==> config.mk <==
export PLATFORM = sky130hd
export DESIGN_NAME = apb_master_bridge
export DESIGN_NICKNAME = d
export VERILOG_FILES = /design/src/rtl/apb_master_bridge.sv
export SDC_FILE = /design/constraint.sdc
export NUM_CORES = 1
export LEC_CHECK = 0
export CAP_MARGIN = 10
export CELL_PAD_IN_SITES_DETAIL_PLACEMENT = 0
export CELL_PAD_IN_SITES_GLOBAL_PLACEMENT = 1
export CORE_MARGIN = 1.5
export CORE_UTILIZATION = 31
export DETAILED_ROUTE_END_ITERATION = 10
export HOLD_SLACK_MARGIN = 0.15
export PLACE_DENSITY_LB_ADDON = 0.1
export SLEW_MARGIN = 25
export SYNTH_ARGS = -nofsm -noshare
export SYNTH_HDL_FRONTEND = slang
export SYNTH_SLANG_ARGS = --single-unit
==> constraint.sdc <==
create_clock -name PCLK -period 2.7 [get_ports PCLK]
set_input_delay 0.54 -clock PCLK [delete_from_list [all_inputs] [get_ports PCLK]]
set_output_delay 0.54 -clock PCLK [all_outputs]
set_load 0.01 [all_outputs]
==> src/rtl/apb_master_bridge.sv <==
// Command-port to APB4 master: one transfer per accepted command, SETUP then ACCESS, response pulse after completion.
// Latency accept->rsp_valid = 2 + wait states; cmd_ready is high only in IDLE, so commands stall upstream while a transfer is in flight.
module apb_master_bridge #(
  parameter int DATA_SIZE = 32,
  parameter int ADDR_SIZE = 6,
  parameter int TIMEOUT   = 16
) (
  input  logic                   PCLK,
  input  logic                   PRESETn,
  input  logic                   cmd_valid,
  output logic                   cmd_ready,
  input  logic                   cmd_write,
  input  logic [ADDR_SIZE-1:0]   cmd_addr,
  input  logic [DATA_SIZE-1:0]   cmd_wdata,
  input  logic [DATA_SIZE/8-1:0] cmd_strobe,
  output logic                   rsp_valid,
  output logic [DATA_SIZE-1:0]   rsp_rdata,
  output logic                   rsp_err,
  output logic                   rsp_timeout,
  output logic                   PSEL,
  output logic                   PENABLE,
  output logic                   PWRITE,
  output logic [ADDR_SIZE-1:0]   PADDR,
  output logic [DATA_SIZE-1:0]   PWDATA,
  output logic [DATA_SIZE/8-1:0] PSTROBE,
  input  logic                   PREADY,
  input  logic [DATA_SIZE-1:0]   PRDATA,
  input  logic                   PSLVERR
);

  localparam int CW = (TIMEOUT > 0) ? $clog2(TIMEOUT + 1) : 1;
  localparam logic [CW-1:0] CNT_LAST = CW'((TIMEOUT > 0) ? TIMEOUT - 1 : 0);
  localparam logic [CW-1:0] CNT_MAX  = '1;

  typedef enum logic [1:0] {
    IDLE   = 2'd0,
    SETUP  = 2'd1,
    ACCESS = 2'd2
  } state_t;

  state_t        state;
  logic [CW-1:0] wait_cnt;
  logic [CW-1:0] wait_cnt_inc;
  logic          timeout_hit;

  always_comb begin
    wait_cnt_inc = (wait_cnt == CNT_MAX) ? wait_cnt : wait_cnt + 1'b1;
    // The wait cycle being sampled now is the one that makes the count reach TIMEOUT.
    timeout_hit  = (TIMEOUT != 0) && (wait_cnt >= CNT_LAST);
  end

  always_ff @(posedge PCLK or negedge PRESETn) begin
    if (!PRESETn) begin
      state       <= IDLE;
      wait_cnt    <= '0;
      cmd_ready   <= 1'b1;
      rsp_valid   <= 1'b0;
      rsp_rdata   <= '0;
      rsp_err     <= 1'b0;
      rsp_timeout <= 1'b0;
      PSEL        <= 1'b0;
      PENABLE     <= 1'b0;
      PWRITE      <= 1'b0;
      PADDR       <= '0;
      PWDATA      <= '0;
      PSTROBE     <= '0;
    end else begin
      rsp_valid <= 1'b0;
      case (state)
        IDLE: begin
          if (cmd_valid && cmd_ready) begin
            state     <= SETUP;
            cmd_ready <= 1'b0;
            PSEL      <= 1'b1;
            PWRITE    <= cmd_write;
            PADDR     <= cmd_addr;
            PWDATA    <= cmd_write ? cmd_wdata : '0;
            PSTROBE   <= cmd_write ? cmd_strobe : '0;
          end
        end
        SETUP: begin
          state    <= ACCESS;
          PENABLE  <= 1'b1;
          wait_cnt <= '0;
        end
        ACCESS: begin
          if (PREADY) begin
            state       <= IDLE;
            cmd_ready   <= 1'b1;
            PSEL        <= 1'b0;
            PENABLE     <= 1'b0;
            rsp_valid   <= 1'b1;
            rsp_rdata   <= PWRITE ? '0 : PRDATA;
            rsp_err     <= PSLVERR;
            rsp_timeout <= 1'b0;
          end else begin
            wait_cnt <= wait_cnt_inc;
            if (timeout_hit) begin
              state       <= IDLE;
              cmd_ready   <= 1'b1;
              PSEL        <= 1'b0;
              PENABLE     <= 1'b0;
              rsp_valid   <= 1'b1;
              rsp_rdata   <= '0;
              rsp_err     <= 1'b1;
              rsp_timeout <= 1'b1;
            end
          end
        end
        default: begin
          state     <= IDLE;
          cmd_ready <= 1'b1;
          PSEL      <= 1'b0;
          PENABLE   <= 1'b0;
        end
      endcase
    end
  end

endmodule

Word level (Yosys, flattened, before mapping)
Cells that the tools add are included. Widths: inputs -> output; s select.

Add/subtract/negate cells: 1. $lt $le $gt $ge: 1. Equality and inequality tests: 7. Muxes and demuxes: 26. Bitwise operators: 2. Reduce and logical (&&, ||, !) cells: 10.

Operator list (count): $mux 32 (4); $mux 1 (11); $mux 5 (2); $pmux 5 s2 (1); $pmux 1 s3 (3); $reduce_and 2->1 (4); $mux 2 (3); $ne 2x2->1 const B (3); $pmux 2 s3 (1); $reduce_and 3->1 (2); $add 5x1->5 const B (1); $eq 5x5->1 const B (1); $ge 5x4->1 const B (1); $mux 4 (1); $reduce_bool 2->1 (2); $ne 3x3->1 const B (1); $eq 2x1->1 const B (1); $eq 2x2->1 const B (1); $logic_not 2->1 (1); $not 1->1 (2); $logic_and 1x1->1 (1).

Register bits after elaboration: 88. Bits of input ports: 80. Output and inout bits: 81.

Depth between registers and ports, before layout
Depth after elaboration: 4. Gate-level depth with buffers: 7. Mapped depth without buffers: 6.

Worst setup path after synthesis
Ideal clock, no wire load.

Kind: reg2reg. Start point: reg wait_cnt[0]. End point: reg wait_cnt[3]. Arrival time: 1849 ps. Required time: 2622 ps. Setup slack: 773 ps. Cell stages (with the launch flop): 7. Buffers on the path: 0. Path through: dfrtp_1 -> ha_1 -> and3_1 -> ha_1 -> or4b_2 -> o22ai_1 -> o2bb2ai_1.

Cells in the longest elaborated chain, start to end: 4. Elaborated cells between the ends (all ways): 7. Those cells by class: 1 x add/sub; 2 x eq/ne; 3 x mux; 1 x reduce/logical.

Ends and longest elaborated chain: start, declared (line 42) `logic [CW-1:0] wait_cnt;`; start signal, assigned (line 97) `wait_cnt <= wait_cnt_inc;`; $add 5x1->5 (line 47) `wait_cnt_inc = (wait_cnt == CNT_MAX) ? wait_cnt : wait_cnt + 1'b1;`; $mux 5 (line 47); $mux 5 (line 87) `if (PREADY) begin`; $pmux 5 s2 (line 69) `case (state)`.

Parallel ways exist; a longest one is shown, timed or not. The select of a mux whose other input is x is not followed. A chain may end at the register's enable or synchronous reset.

Worst setup path after layout
Start point: reg wait_cnt[0]. End point: reg rsp_rdata[28].

Cells in the longest elaborated chain, start to end: 3.

Ends and longest elaborated chain: $ge 5x4->1 (line 49) `timeout_hit = (TIMEOUT != 0) && (wait_cnt >= CNT_LAST);`; $reduce_bool 2->1 (no line); $reduce_and 2->1 (no line); end signal, assigned (line 93) `rsp_rdata <= PWRITE ? '0 : PRDATA;`; end, declared (line 17) `output logic [DATA_SIZE-1:0] rsp_rdata,`.

No other way between the ends.

==> summary.txt <==
Layout
  • Leading cell types in the layout, fill and taps excluded: clkdlybuf4s50_1, dfrtp_1, nand2_1
  • Synth-to-layout area growth: 58.87%
  • Fillcell total: around 1000
  • Commonest non-fill, non-tap cell in the layout: clkdlybuf4s50_1
  • # diodes: 0
  • Layout Nets: ~550
  • FF+latch area: between 2000 and 2500 um2
  • Final non-filler cell total: 614
  • Multi-input logic area: roughly 1200 um2
  • Layout cells sized above 1: 0.09705

Power and ir drop
  • Power Dens Cells: approximately 1000 nW/um2
  • LEAKAGE: ~2.4 nW
  • Peak VDD IR: between 0.0004 and 0.0005 V

GRT
  • Largest net degree at the start of global routing: 50
  • Tot GR Track Use: 0.1560
  • Vias in the first global route: around 2800
  • Initial antenna violation count: 0
  • Remaining global-route overflow: 0
  • First-pass GRT wire length: 14.28 mm

Clock tree
  • Root buf cell: clkbuf_16
  • CTS buffer count: 9
  • Post_cts resized: 0
  • Post CTS Setup Buffer Count: 0
  • Cts hold-fix bufs: 0
  • Clock latency on the worst-skew pair: approximately 0.33 ns
  • H-tree Lvls: 3
  • # clock sinks: 88
  • CTS tree: yes
  • Clock buffer depth: 2
  • Clk slew on worst S/H paths: around 0.06 ns

Status
  • Status: completed

Floorplan
  • Starting density of the core: 0.3211
  • FP Rows: 38
  • Die Ht: 109.4 um
  • Die Span X: roughly 110 um
  • Die area: between 10000 and 15000 um2
  • I/O pins: 161
  • Total core area: between 10000 and 15000 um2

Routing
  • Post-detailed-routing wire length: 9.065 mm
  • Starting DRT DRC Count: about 110
  • Drt drc: 0
  • Pre-antenna DRT Iters: 4
  • Vias: roughly 2800
  • WL/cell: between 10 and 15 um
  • Vias per cell: between 4 and 5
  • Final ANT Viol Nets: 0

Synthesis
  • Syn nets: just under 400
  • Post-Synthesis Cell Area: between 3000 and 4000 um2
  • Synth area leaders: dfrtp_1, nand2_1, a22o_1
  • Asr flop ratio synth: 1.000
  • Area share of the largest cell type after synthesis: 0.6201
  • Post-synth EDFFs: 0
  • Cells after synthesis: around 310
  • Post-Syn Area per Cell: between 10 and 15 um2
  • Commonest register cell after synthesis: dfrtp_1
  • FF+latch count, synth: a little under 90
  • Synth warnings: 0
  • Cell taking the most area after synthesis: dfrtp_1
  • Sequential-to-total area share from yosys stat: 0.6276
  • Synth unique cells: 35

STA
  • Clock skew: 0.006523 ns
  • Minimum clock period after layout: between 2 and 2.5 ns
  • Worst-Margin Slew: about 0.54 ns
  • Final TNS setup: 0 ns
  • Fmax: between 400 and 500 MHz
  • Final Max Slew Viols: 0
  • Max-slew headroom: 0.6404
  • Fin Hold WS: around 0.18 ns
  • Final hold vios: 0
  • Final worst-path cycle share: 0.8242
  • RSZ-0062 raised after global routing: no
  • # setup viols final: 0

Setup path
  • Worst R2R Setup Slack: between 0.4 and 0.5 ns
  • Crit path launch type: register
  • Worst-path maximum fanout: 34
  • Setup CP Type: register to register
  • Critical Path AT: about 2.5 ns
  • CP required: ~3 ns
  • Crit end category: register

Placement
  • Placed cell count: 598
  • IO buf count: 160
  • GP Congestion: 0.7420
  • Detailed placer's ending HPWL: approximately 6.4 mm

Run
  • Max Cap Viol: 0

Min path
  • Min-delay worst type: input port to asynchronous set/reset pin
-- registers in the layout, indices dropped and copies added, names as in the netlist --
| register | count |
|---|---|
| PSEL | 1 |
| PADDR | 6 |
| PENABLE | 1 |
| state | 2 |
| PWDATA | 32 |
| PWRITE | 1 |
| rsp_err | 1 |
| cmd_ready | 1 |
| rsp_rdata | 32 |
| PSTROBE | 4 |
| rsp_timeout | 1 |
| wait_cnt | 5 |
| rsp_valid | 1 |
-- where the power goes --
part / total [mW] / leakage (nW) / switching, mW / internal, mW
registers: 2.14 / 1.14 / 0.301 / 1.84
clock network: 1.36 / 0.161 / 0.536 / 0.821
logic: 1.97 / 1.14 / 0.709 / 1.26
-- cell usage after synthesis (2+ instances only) --
| master | number |
|---|---|
| dfrtp_1 | 87 |
| nand2_1 | 75 |
| o21ai_0 | 39 |
| a22o_1 | 26 |
| clkbuf_1 | 11 |
| buf_2 | 9 |
| a22o_2 | 8 |
| inv_1 | 7 |
| mux2_2 | 7 |
| nor2_1 | 7 |
| a21oi_1 | 3 |
| ha_1 | 3 |
| nor2b_1 | 3 |
| o22ai_1 | 3 |
| a31oi_1 | 2 |
| and3_1 | 2 |
| buf_6 | 2 |
| nand2b_1 | 2 |
| o31a_1 | 2 |
-- worst paths after layout --
| path | from | endpoint | cells after the start |
|---|---|---|---|
| worst min-delay path | PRESETn | wait_cnt[3] | 1 |
| max in group asynchronous | PRESETn | rsp_rdata[29] | 2 |
| min in group PCLK | PWDATA[21] | PWDATA[21] | 2 |
| worst min register to register | PWDATA[21] | PWDATA[21] | 2 |
| worst max-delay path | wait_cnt[0] | rsp_rdata[28] | 7 |
| worst max register to register | wait_cnt[0] | rsp_rdata[28] | 7 |
-- layout make-up --
| class | count | area share |
|---|---|---|
| Multi-Input combinational cell | 196 | 0.2122 |
| Tap cell | 140 | 0.03140 |
| Sequential cell | 88 | 0.3950 |
| Inverter | 7 | 0.004711 |
| Timing Repair Buffer | 167 | 0.2983 |
| Clock inverter | 7 | 0.01795 |
| Clock buffer | 9 | 0.04038 |
-- per-stage QoR --
step	setup WS, ns	area [um2]	util	power (mW)
5_1_grt	0.3234	5578	0.5101	5.815
4_1_cts	0.4805	5578	0.5101	5.550
6_report	0.4745	5578	0.5101	5.467
3_5_place_dp	0.4369	5253	0.4803	4.163
2_1_floorplan	0.7733	3511	-	2.856
3_3_place_gp	0.4646	5253	0.4803	4.123
-- per-layer routing --
metal	track usage	share of wire
met3	0.05631	0.099
met2	0.2249	0.43
met4	0.07514	0.017
met1	0.2069	0.46
met5	0	0
-- critical path, stage by stage (launching register included) --
cell,delay (ns)
dfrtp_1,0.44
ha_1,0.26
and3_1,0.22
ha_1,0.20
or3_4,0.36
o21bai_4,0.12
buf_4,0.35
a22o_1,0.21
-- cell families after synthesis --
group,Yosys count,share of synthesized area
AO/OA/AOI/OAI,87,0.1743
adder cells (fa/ha/maj),3,0.01069
buffers and inverters,30,0.04063
flip-flops,88,0.6276
multiplexers,8,0.02530
AND/OR/NAND/NOR,98,0.1215
No activity file was read; power rests on OpenSTA's default activity.
